## src/rtl/cw_decode_ctrl.sv

```systemverilog
`default_nettype none
// +--------------------------------------------------------------------------+
// | cw_decode_ctrl: frame sequencer for the constant-weight decoder top.     |
// | Loads NUM_CW codewords, fires the decoder, packs its bits into words.    |
// | Optional watchdog: define CW_DECODE_CTRL_TIMEOUT_EN.                      |
// | Revision: 1.0                                                            |
// +--------------------------------------------------------------------------+
module cw_decode_ctrl #(
    parameter int CW_W    = 20,
    parameter int NUM_CW  = 10,
    parameter int OUT_W   = 8,
    parameter int TIMEOUT = 4096
) (
    input  logic             clk,
    input  logic             rst_b,
    input  logic             frame_go,
    input  logic [CW_W-1:0]  cw_data,
    input  logic             cw_valid,
    output logic             cw_ready,
    output logic [CW_W-1:0]  fifo_din,
    output logic             fifo_wr_en,
    input  logic             fifo_full,
    output logic             dec_start,
    input  logic             dec_bit,
    input  logic             dec_rdy,
    input  logic             dec_done,
    output logic [OUT_W-1:0] out_data,
    output logic             out_valid,
    input  logic             out_ready,
    output logic             busy,
    output logic             frame_done,
    output logic             err_ovf,
    output logic             err_timeout
);

    localparam int CNT_W = $clog2(NUM_CW + 1);
    localparam int BIT_W = $clog2(OUT_W + 1);
    localparam logic [CNT_W-1:0] LAST_CW  = CNT_W'(NUM_CW - 1);
    localparam logic [BIT_W-1:0] LAST_BIT = BIT_W'(OUT_W - 1);

    typedef enum logic [2:0] {
        S_IDLE  = 3'd0,
        S_LOAD  = 3'd1,
        S_START = 3'd2,
        S_RUN   = 3'd3,
        S_FLUSH = 3'd4,
        S_DONE  = 3'd5
    } state_t;

    state_t           state_q, state_d;
    logic [CNT_W-1:0] cw_cnt_q, cw_cnt_d;
    logic [BIT_W-1:0] bit_cnt_q, bit_cnt_d;
    logic [OUT_W-1:0] shreg_q, shreg_d;
    logic [OUT_W-1:0] out_data_q, out_data_d;
    logic             out_valid_q, out_valid_d;
    logic             dec_start_q, dec_start_d;
    logic             frame_done_q, frame_done_d;
    logic             busy_q;
    logic             err_ovf_q, err_ovf_d;
    logic             push_en;
    logic [OUT_W-1:0] push_word;
    logic             room;

`ifdef CW_DECODE_CTRL_TIMEOUT_EN
    localparam int WD_W = $clog2(TIMEOUT + 1);
    localparam logic [WD_W-1:0] TMO_LAST = WD_W'(TIMEOUT - 1);
    logic [WD_W-1:0] wd_q, wd_d;
    logic            err_timeout_q, err_timeout_d;
`else
    logic unused_timeout_cfg;
    assign unused_timeout_cfg = (TIMEOUT > 0);
`endif

    // Holding register can take a new word if empty or being drained now.
    assign room = ~out_valid_q | out_ready;

    always_comb begin
        state_d      = state_q;
        cw_cnt_d     = cw_cnt_q;
        bit_cnt_d    = bit_cnt_q;
        shreg_d      = shreg_q;
        out_data_d   = out_data_q;
        out_valid_d  = out_valid_q & ~out_ready;
        dec_start_d  = 1'b0;
        frame_done_d = 1'b0;
        err_ovf_d    = err_ovf_q;
        push_en      = 1'b0;
        push_word    = '0;
        cw_ready     = 1'b0;
        fifo_wr_en   = 1'b0;
        fifo_din     = '0;
`ifdef CW_DECODE_CTRL_TIMEOUT_EN
        wd_d          = wd_q;
        err_timeout_d = err_timeout_q;
`endif
        case (state_q)
            S_IDLE: begin
                if (frame_go) begin
                    state_d   = S_LOAD;
                    cw_cnt_d  = '0;
                    bit_cnt_d = '0;
                    shreg_d   = '0;
                    err_ovf_d = 1'b0;
`ifdef CW_DECODE_CTRL_TIMEOUT_EN
                    err_timeout_d = 1'b0;
`endif
                end
            end
            S_LOAD: begin
                cw_ready = ~fifo_full;
                if (cw_valid && !fifo_full) begin
                    fifo_wr_en = 1'b1;
                    fifo_din   = cw_data;
                    cw_cnt_d   = cw_cnt_q + 1'b1;
                    if (cw_cnt_q == LAST_CW) begin
                        state_d     = S_START;
                        dec_start_d = 1'b1;
                    end
                end
            end
            S_START: begin
                state_d = S_RUN;
`ifdef CW_DECODE_CTRL_TIMEOUT_EN
                wd_d = '0;
`endif
            end
            S_RUN: begin
                if (dec_rdy) begin
                    shreg_d = {shreg_q[OUT_W-2:0], dec_bit};
                    if (bit_cnt_q == LAST_BIT) begin
                        push_en   = 1'b1;
                        push_word = {shreg_q[OUT_W-2:0], dec_bit};
                        bit_cnt_d = '0;
                    end else begin
                        bit_cnt_d = bit_cnt_q + 1'b1;
                    end
                end
`ifdef CW_DECODE_CTRL_TIMEOUT_EN
                wd_d = wd_q + 1'b1;
`endif
                if (dec_done) begin
                    state_d = S_FLUSH;
                end
`ifdef CW_DECODE_CTRL_TIMEOUT_EN
                else if (wd_q == TMO_LAST) begin
                    err_timeout_d = 1'b1;
                    bit_cnt_d     = '0;
                    state_d       = S_DONE;
                end
`endif
            end
            S_FLUSH: begin
                // Only the low bit_cnt bits are live; shift them up to the MSB.
                if (bit_cnt_q != '0) begin
                    push_en   = 1'b1;
                    push_word = shreg_q << (OUT_W - int'(bit_cnt_q));
                end
                bit_cnt_d = '0;
                state_d   = S_DONE;
            end
            S_DONE: begin
                if (!out_valid_q) begin
                    frame_done_d = 1'b1;
                    state_d      = S_IDLE;
                end
            end
            default: state_d = S_IDLE;
        endcase

        if (push_en) begin
            if (room) begin
                out_data_d  = push_word;
                out_valid_d = 1'b1;
            end else begin
                err_ovf_d = 1'b1;
            end
        end
    end

    always_ff @(posedge clk or negedge rst_b) begin
        if (!rst_b) begin
            state_q      <= S_IDLE;
            cw_cnt_q     <= '0;
            bit_cnt_q    <= '0;
            shreg_q      <= '0;
            out_data_q   <= '0;
            out_valid_q  <= 1'b0;
            dec_start_q  <= 1'b0;
            frame_done_q <= 1'b0;
            busy_q       <= 1'b0;
            err_ovf_q    <= 1'b0;
        end else begin
            state_q      <= state_d;
            cw_cnt_q     <= cw_cnt_d;
            bit_cnt_q    <= bit_cnt_d;
            shreg_q      <= shreg_d;
            out_data_q   <= out_data_d;
            out_valid_q  <= out_valid_d;
            dec_start_q  <= dec_start_d;
            frame_done_q <= frame_done_d;
            busy_q       <= (state_d != S_IDLE);
            err_ovf_q    <= err_ovf_d;
        end
    end

`ifdef CW_DECODE_CTRL_TIMEOUT_EN
    always_ff @(posedge clk or negedge rst_b) begin
        if (!rst_b) begin
            wd_q          <= '0;
            err_timeout_q <= 1'b0;
        end else begin
            wd_q          <= wd_d;
            err_timeout_q <= err_timeout_d;
        end
    end
    assign err_timeout = err_timeout_q;
`else
    assign err_timeout = 1'b0;
`endif

    assign out_data   = out_data_q;
    assign out_valid  = out_valid_q;
    assign dec_start  = dec_start_q;
    assign frame_done = frame_done_q;
    assign busy       = busy_q;
    assign err_ovf    = err_ovf_q;

endmodule
`default_nettype wire

```

## config.mk

```make
export PLATFORM = sky130hd
export DESIGN_NAME = cw_decode_ctrl
export DESIGN_NICKNAME = d
export VERILOG_FILES = /design/src/rtl/cw_decode_ctrl.sv
export SDC_FILE = /design/constraint.sdc
export NUM_CORES = 1
export LEC_CHECK = 0
export BUFFER_PORTS_ARGS = -buffer_cell sky130_fd_sc_hd__buf_4
export CAP_MARGIN = 20
export CORE_MARGIN = 2
export CORE_UTILIZATION = 54
export CTS_CLUSTER_SIZE = 30
export DETAILED_ROUTE_END_ITERATION = 10
export PLACE_DENSITY = 0.88
export SYNTH_ARGS = -nofsm -noshare
export SYNTH_HDL_FRONTEND = slang
export SYNTH_SLANG_ARGS = --single-unit
```

## constraint.sdc

```tcl
create_clock -name clk -period 4.7 [get_ports clk]
set_input_delay 0.94 -clock clk [delete_from_list [all_inputs] [get_ports clk]]
set_output_delay 0.94 -clock clk [all_outputs]
set_load 0.03 [all_outputs]
```

### Word-level counts from Yosys, hierarchy flattened

Cells that the tools add are included.

| word-level totals | value |
|---|---|
| register bits after elaboration | 32 |
| bits of input ports | 29 |
| output and inout bits | 36 |
| logic and storage cells | 80 |

| cells by class | value |
|---|---|
| add/subtract/negate cells | 3 |
| equality and inequality tests | 10 |
| shift-type cells | 1 |
| muxes and demuxes | 39 |
| bitwise gates (word level) | 5 |
| reduce and logical (&&, ||, !) cells | 12 |

Operators by type and width:

| operator | count |
|---|---|
| two-way mux 20 bit | 2 |
| two-way mux 8 bit | 5 |
| one-hot mux 8 bit (2 select lines) | 2 |
| << shifter 8 x 32 -> 8 bit | 1 |
| one-hot mux 3 bit (6 select lines) | 1 |
| two-way mux 1 bit | 17 |
| two-way mux 4 bit | 4 |
| two-way mux 3 bit | 5 |
| one-hot mux 4 bit (3 select lines) | 1 |
| AND reduction 3 bit | 3 |
| adder 4 x 1 -> 4 bit (second input constant) | 2 |
| one-hot mux 4 bit (2 select lines) | 1 |
| == test 3 x 2 -> 1 bit (second input constant) | 2 |
| == test 3 bit (second input constant) | 2 |
| inequality test 2 bit (second input constant) | 3 |
| nonzero test 3 bit | 2 |
| subtractor 4 x 4 -> 5 bit (first input constant) | 1 |
| == test 4 x 3 -> 1 bit (second input constant) | 1 |
| == test 4 bit (second input constant) | 1 |
| nonzero test 2 bit | 2 |
| nonzero test 4 bit | 1 |
| == test 3 x 1 -> 1 bit (second input constant) | 1 |
| logical NOT 3 bit | 1 |
| NOT 1 bit | 3 |
| other kinds (6) | 6 |

### Logic depth before layout (Yosys ltp)

Gate-level depths: netlist (run 1).

| depth | value |
|---|---|
| word-level depth | 5 |
| gate-level depth with buffers | 10 |
| depth with buffers taken out | 7 |

### Worst setup path before layout (run 1)

No wires, ideal clock.

| timing path | value |
|---|---|
| kind | input -> output |
| start point | input port fifo_full |
| end point | output port fifo_din[10] |
| data arrival time | 2.221 ns |
| setup slack | 1.539 ns |
| cell stages on the path | 4 |
| path buffers | 1 |
| path through | nand2b_1 nor2_1 clkbuf_1 and2_1 |

| between the ends | value |
|---|---|
| word-level cells in the longest chain between the ends | 4 |

Ends and longest elaborated chain:

| item | RTL line | RTL |
|---|---|---|
| start: declaration | 22 | `input logic fifo_full,` |
| logical NOT 1 bit | 111 | `if (cw_valid && !fifo_full) begin` |
| logical AND 1 bit | 111 |  |
| two-way mux 20 bit | 111 |  |
| two-way mux 20 bit | 96 | `case (state_q)` |
| end: declaration | 20 | `output logic [CW_W-1:0] fifo_din,` |

Every way passes these cells.

### Worst setup path after layout (run 1)

| timing path | value |
|---|---|
| start point | register state_q[1] |
| end point | output port fifo_din[5] |

| between the ends | value |
|---|---|
| word-level cells in the longest chain between the ends | 2 |

Ends and longest elaborated chain:

| item | RTL line | RTL |
|---|---|---|
| start: declaration | 50 | `state_t state_q, state_d;` |
| start signal: assignment | 193 | `state_q <= state_d;` |
| == test 3 x 1 -> 1 bit | 96 |  |
| two-way mux 20 bit | 96 |  |

Every way passes these cells.

==> flow_metrics.tcl, run 1 <==
set metrics [dict create \
    cap_violations 0 \
    grtUsageMet3_pct 6.08 \
    swShare_pct 34.2 \
    core_area_um2 3420 \
    ant_nets 0 \
    io_pins 65 \
    stdcell_count 330 \
    seqPwrFrac_pct 43.6 \
    reg2reg_slack_ns 2.13 \
    die_area_um2 4160 \
    vdd_drop_max_mv 0.192 \
    synth_edf_count 0 \
    final_cell_mix "buf_4 (64), dfrtp_1 (32), nand2_1 (31), and2_1 (21), nor2_1 (20)" \
    clock_sinks 32 \
    p_switching_w 0.000263 \
    grt_use_total_pct 25.5 \
    path_clk_slew_ns 0.11 \
    tns_ns 0 \
    final_core_util_pct 74.1 \
    postCtsSetupBuffers 0 \
    synth-seq-cells 32 \
    clockBufferDepth 2 \
    via_count 1861 \
    rsz0062_at_grt "false" \
    final_nets 316 \
    finalHoldViolations 0 \
    cts_hold_buf 0 \
    grt_busiest_layer "met2" \
    rows 21 \
    drc 0 \
    fillers 271 \
    power.share.combinational_pct 28.7 \
    async_flop_share_pct 100 \
    ff2ff_path_depth 6 \
    worstSetupPathType "reg -> out" \
    whs_ns 0.497 \
    syn_to_final_growth_pct 28.3 \
    cts_buffers 5 \
    gr-total-overflow 0 \
    power_density_nw_per_um2 304 \
    crit_fanout 25 \
    hp-start "out_data[0]$_DFFE_PN0P_" \
    worst_ep_arrival_time_ns 2.04 \
    grt_use_met2_pct 44.4 \
    initial_utilization_pct 57.8 \
    synthesis.nets 257 \
    cellLeakagePower_nw 1.22 \
    required_ns 3.76 \
    synthFlopType "dfrtp_1" \
    ys_types 48 \
    totalPowerFinal_w 0.000769 \
    clkLatencyLatePin_ns 0.35 \
    r2r_start "bit_cnt_q[0]$_DFFE_PN0P_" \
    hold_path_class "reg -> reg" \
    die_h_um 64.5 \
    slew_violations 0 \
    cts_tree "yes" \
    synth_area_um2 1970 \
    grt_pass1_wl_mm 8.16 \
    run_status "completed" \
    critPathCaptureType "primary output" \
    fmax_mhz 335 \
    n_antenna_cell 0 \
    grt_max_degree 33 \
    root_buffer "clkbuf_4" \
    routed_wl_mm 4.65 \
    avgSynthCellArea_um2 8.81 \
    ys_seq_area_share_pct 40.6 \
    antenna_found_initial 0 \
    clock-skew-final_ns 0.0170 \
    die_x_um 64.5 \
    wl_per_cell_um 14.1 \
    place_congestion 0.935 \
    setup_viol 0 \
    yosysWarnings 0 \
    met1_usage_pct 30.7 \
    hold_depth 2 \
    startpoint_type "flip-flop" \
    slew_headroom_pct 54.0 \
    min_period_ns 2.98 \
    dr.pass1.iters 4 \
    postCtsResizedCells 0 \
    grt_pass1_vias 1838 \
    layout_commonest_cell "buf_4" \
    netlist_instances 224 \
    first_iter_violations 104 \
    internal_power_w 0.000506 \
    power_frac_clock_pct 27.7 \
    hpwl_mm 3.59 \
    worst_slew_pin_slew_ns 0.688 \
    viasPerCell 5.64 \
    place_inst 322 \
    cts-htree-levels 2 \
    placement.io_buffers 63 \
    post-route-period-util_pct 63.5 \
    reg2reg_to "out_data[7]$_DFFE_PN0P_" \
    hold_path_end "out_data[0]$_DFFE_PN0P_" \
    layout-drive-gt1-share_pct 27.8 \
]
==> through the flow <==
stage	area, um^2	worst slack (ns)
after CTS	2530	1.71
after floorplan	1970	1.54
final	2530	1.72
after global routing	2530	1.54
after global placement	2450	1.93
after detailed placement	2450	1.90
==> layout make-up <==
type	instances	area, um^2	area share, %
clock buffer	5	37.5	1.48
clock inverter	3	42.5	1.68
inverter	10	37.5	1.48
multi-input combinational	170	1080	42.5
sequential	32	801	31.6
tap	46	57.6	2.27
timing repair buffer	64	480	19.0
==> cells in the mapped netlist, types with 2 or more instances <==
cell	number	share of area (%)
nand3b_1	4	1.5
nand4b_1	2	0.89
a211oi_1	4	1.5
o21ai_0	10	2.5
xor2_1	2	0.89
nand3_1	8	2.0
or3_1	2	0.63
o31a_1	3	1.3
and2_1	21	6.7
mux2i_1	5	2.5
o21ai_1	4	1.0
a21oi_1	6	1.5
o32a_1	2	1.0
o31ai_1	3	1.1
mux4_2	4	4.6
nand2b_1	7	2.2
a2bb2oi_1	2	0.89
clkbuf_1	7	1.3
nand2_1	31	5.9
nor2_1	20	3.8
nor4_1	4	1.3
or2_2	2	0.63
buf_2	2	0.51
dfrtp_1	32	41
ha_1	4	2.5
inv_1	10	1.9
a21o_1	2	0.76
==> power by group through the flow <==
stage | combinational (W) | sequential, W | clock (W)
6_report | 0.000220 | 0.000335 | 0.000213
5_1_grt | 0.000247 | 0.000342 | 0.000234
4_1_cts | 0.000222 | 0.000335 | 0.000217
3_5_place_dp | 0.000221 | 0.000340 | 0
3_3_place_gp | 0.000214 | 0.000338 | 0
2_1_floorplan | 0.000153 | 0.000331 | 0
==> worst max-delay path, cell delays in order, from the launching register on <==
cell and delay, ns:
dfrtp_1 0.49, or3b_2 0.54, nor2_1 0.12, buf_4 0.23, and2_1 0.16, buf_4 0.16
==> worst max path at each step <==
stage,slack (ns),depth (start not counted),endpoint,startpoint
5_1_grt,1.54,5,fifo_din[5],state_q[1]$_DFF_PN0_
4_1_cts,1.71,5,fifo_din[5],state_q[1]$_DFF_PN0_
2_1_floorplan,1.54,4,fifo_din[10],fifo_full
3_3_place_gp,1.93,6,fifo_din[16],fifo_full
6_report,1.72,5,fifo_din[5],state_q[1]$_DFF_PN0_
3_5_place_dp,1.90,6,fifo_din[5],fifo_full
==> kinds of logic after synthesis <==
| family | count (synthesis) | synth area share, % |
|---|---|---|
| xor gates and xnor gates | 2 | 0.887 |
| AOI/OAI and AO/OA | 44 | 14.9 |
| muxes | 9 | 7.10 |
| adders and majority gates | 4 | 2.53 |
| buffers and inverters | 22 | 4.94 |
| other | 1 | 0.190 |
| DFF | 32 | 40.6 |
| and+or+nand+nor | 110 | 28.9 |
==> routing by layer <==
metal	routed length, um	vias to the layer above	part of all wire [%]
met4	68	0	1.5
met2	2310	110	50
li1	-	899	-
met1	1840	843	40
met3	425	9	9.1
met5	0	-	0
==> sequential cells by signal (all words and copies together) (netlist names) <==
register	flops
bit_cnt_q	4
busy	1
cw_cnt_q	4
dec_start	1
err_ovf	1
frame_done	1
out_data	8
out_valid	1
shreg_q	8
state_q	3
Power figures use the tool's default switching activity.
==> inputs of run 2 (changes only) <==
--- a/config.mk
+++ b/config.mk
@@ -5,13 +5,14 @@
 export SDC_FILE = /design/constraint.sdc
 export NUM_CORES = 1
 export LEC_CHECK = 0
+export ABC_AREA = 1
 export BUFFER_PORTS_ARGS = -buffer_cell sky130_fd_sc_hd__buf_4
 export CAP_MARGIN = 20
 export CORE_MARGIN = 2
-export CORE_UTILIZATION = 54
+export CORE_UTILIZATION = 51
 export CTS_CLUSTER_SIZE = 30
 export DETAILED_ROUTE_END_ITERATION = 10
-export PLACE_DENSITY = 0.88
+export PLACE_DENSITY = 0.84
 export SYNTH_ARGS = -nofsm -noshare
 export SYNTH_HDL_FRONTEND = slang
 export SYNTH_SLANG_ARGS = --single-unit
==> constraint.sdc (replaced) <==
create_clock -name clk -period 2.84 [get_ports clk]
set_input_delay 0.568 -clock clk [delete_from_list [all_inputs] [get_ports clk]]
set_output_delay 0.568 -clock clk [all_outputs]
set_load 0.03 [all_outputs]
==> run 2 against run 1 <==
Core utilization shrank 4.6 points. Critical path depth grew 1. Clock power grew 52%. Non-clock buffer count is the same. Sequential power grew 66%. Die area grew 8.5%. Total power grew 81%. First-iteration DRC count grew 35%. Critical path type unchanged. Largest power group unchanged.
==> flow_metrics.tcl, run 2 <==
set metrics [dict create \
    synth_commonest_cells "nand2_1 (75), nor2_1 (43), nand3_1 (37)" \
    yosysWarnings 0 \
    antenna_found_initial 0 \
    r2r_start "bit_cnt_q[0]$_DFFE_PN0P_" \
    critPathCaptureType "primary output" \
    synth.most_common_cell "nand2_1" \
    netlist_instances 294 \
    first_iter_violations 140 \
    postCtsResizedCells 0 \
    avgSynthCellArea_um2 6.92 \
    cts_hold_buf 0 \
    worst_ep_arrival_time_ns 1.87 \
    grt_pass1_vias 1959 \
    synth_top_area_share_pct 39.4 \
    grt_max_degree 33 \
    gr-total-overflow 0 \
    finalHoldViolations 0 \
    final_core_util_pct 69.6 \
    reg2reg_slack_ns 0.67 \
    place_congestion 0.948 \
    ys_seq_area_share_pct 39.4 \
    dr.pass1.iters 4 \
    cts-htree-levels 2 \
    path_clk_slew_ns 0.06 \
    cap_violations 0 \
    n_antenna_cell 0 \
    clkLatencyLatePin_ns 0.28 \
    wl_per_cell_um 12.6 \
    clockBufferDepth 2 \
    fmax_mhz 411 \
    hpwl_mm 3.99 \
    async_flop_share_pct 100 \
    ff2ff_path_depth 8 \
    cts_buffers 5 \
    root_buffer "clkbuf_8" \
    synth-seq-cells 32 \
    clock-skew-final_ns 0.00332 \
    synth_edf_count 0 \
    drc 0 \
    layout_commonest_cell "nand2_1" \
    placement.io_buffers 63 \
    yosysTopAreaCell "dfrtp_1" \
    crit_fanout 22 \
    hold_path_class "in -> async" \
    post-route-period-util_pct 85.7 \
    viasPerCell 5.31 \
    ant_nets 0 \
    cts_tree "yes" \
    initial_utilization_pct 54.3 \
    rsz0062_at_grt "false" \
    vdd_drop_max_mv 0.302 \
    syn_to_final_growth_pct 28.1 \
    io_pins 65 \
    final_cell_mix "nand2_1 (75), buf_4 (64), nor2_1 (43), nand3_1 (37), dfrtp_1 (32)" \
    routed_wl_mm 5.10 \
    die_area_um2 4510 \
    ys_types 29 \
    layout-drive-gt1-share_pct 25.8 \
    slew_violations 0 \
    setup_viol 0 \
    core_area_um2 3740 \
    synth_area_leaders "dfrtp_1 (39%), nand2_1 (14%), nand3_1 (9.1%), nor2_1 (7.9%), inv_1 (4.8%)" \
    required_ns 2.27 \
    whs_ns 0.209 \
    rows 22 \
    run_status "completed" \
    grt_use_total_pct 24.9 \
    min_period_ns 2.43 \
    reg2reg_to "out_data[7]$_DFFE_PN0P_" \
    power_density_nw_per_um2 535 \
    worstSetupPathType "reg -> out" \
    die_x_um 67.1 \
    synthFlopType "dfrtp_1" \
    final_nets 389 \
    die_h_um 67.1 \
    synth_area_um2 2030 \
    via_count 2145 \
    totalPowerFinal_w 0.00139 \
    grt_pass1_wl_mm 8.40 \
    startpoint_type "flip-flop" \
    clock_sinks 32 \
    tns_ns 0 \
    cellLeakagePower_nw 1.39 \
    postCtsSetupBuffers 0 \
    synthesis.nets 327 \
]
## run 2: worst max-delay path by stage
stage	endpoint	slack, ns	cells past startpoint	start
after floorplan	fifo_din[0]	0.79	5	cw_valid
after global routing	fifo_wr_en	0.24	6	state_q[2]$_DFF_PN0_
after global placement	fifo_wr_en	0.74	6	state_q[2]$_DFF_PN0_
after detailed placement	fifo_wr_en	0.72	6	state_q[2]$_DFF_PN0_
after CTS	fifo_wr_en	0.40	6	state_q[2]$_DFF_PN0_
final	fifo_wr_en	0.41	6	state_q[2]$_DFF_PN0_
## run 2: metal layers
metal / global-route usage, % / vias up / routed length, um
li1: - / 1067 / -
met1: 31.2 / 986 / 2260
met2: 41.8 / 84 / 2380
met3: 6.17 / 8 / 362
met4: 8.67 / 0 / 94
met5: 0 / - / 0
## run 2: cell type report
cell class                      instances  area, um^2
Clock inverter                          1        5.00
Fill cell                             348        1140
Sequential cell                        32         801
Timing Repair Buffer                   64         480
Clock buffer                            6        72.6
Inverter                               32         121
Multi-Input combinational cell        221        1060
Tap cell                               48        60.1
## run 2: where the power goes
part / total (W) / internal [W] / switching (W) / leakage (nW)
registers: 0.000555 / 0.000508 / 0.0000465 / 0.415
clock network: 0.000323 / 0.000166 / 0.000157 / 0.0410
logic: 0.000514 / 0.000170 / 0.000345 / 0.929
## run 2: worst max-delay path, stage by stage, from the launching register on
cell and delay [ns]:
dfrtp_1 0.45, inv_2 0.11, nand3_2 0.34, nor2_2 0.22
nand2_1 0.14, inv_1 0.14, buf_4 0.18
## run 2: logic make-up (layout without fill, tap and decap cells)
logic type | count (synthesis) | after routing | share of synthesized area, %
flops | 32 | 32 | 39.4
fa+ha+maj | 4 | 4 | 2.46
buf+inv | 41 | 103 | 8.31
xor+xnor | 1 | 1 | 0.431
compound gates | 37 | 37 | 9.42
other cells | 1 | 1 | 0.184
simple gates | 178 | 178 | 39.8
## run 2: per-stage QoR
stage               setup slack (ns)  std cells  area [um^2]
global placement               0.736        397         2530
global route                   0.239        404         2600
CTS                            0.402        404         2600
floorplan                      0.793        294         2030
detailed placement             0.725        397         2530
finish                         0.406        404         2600
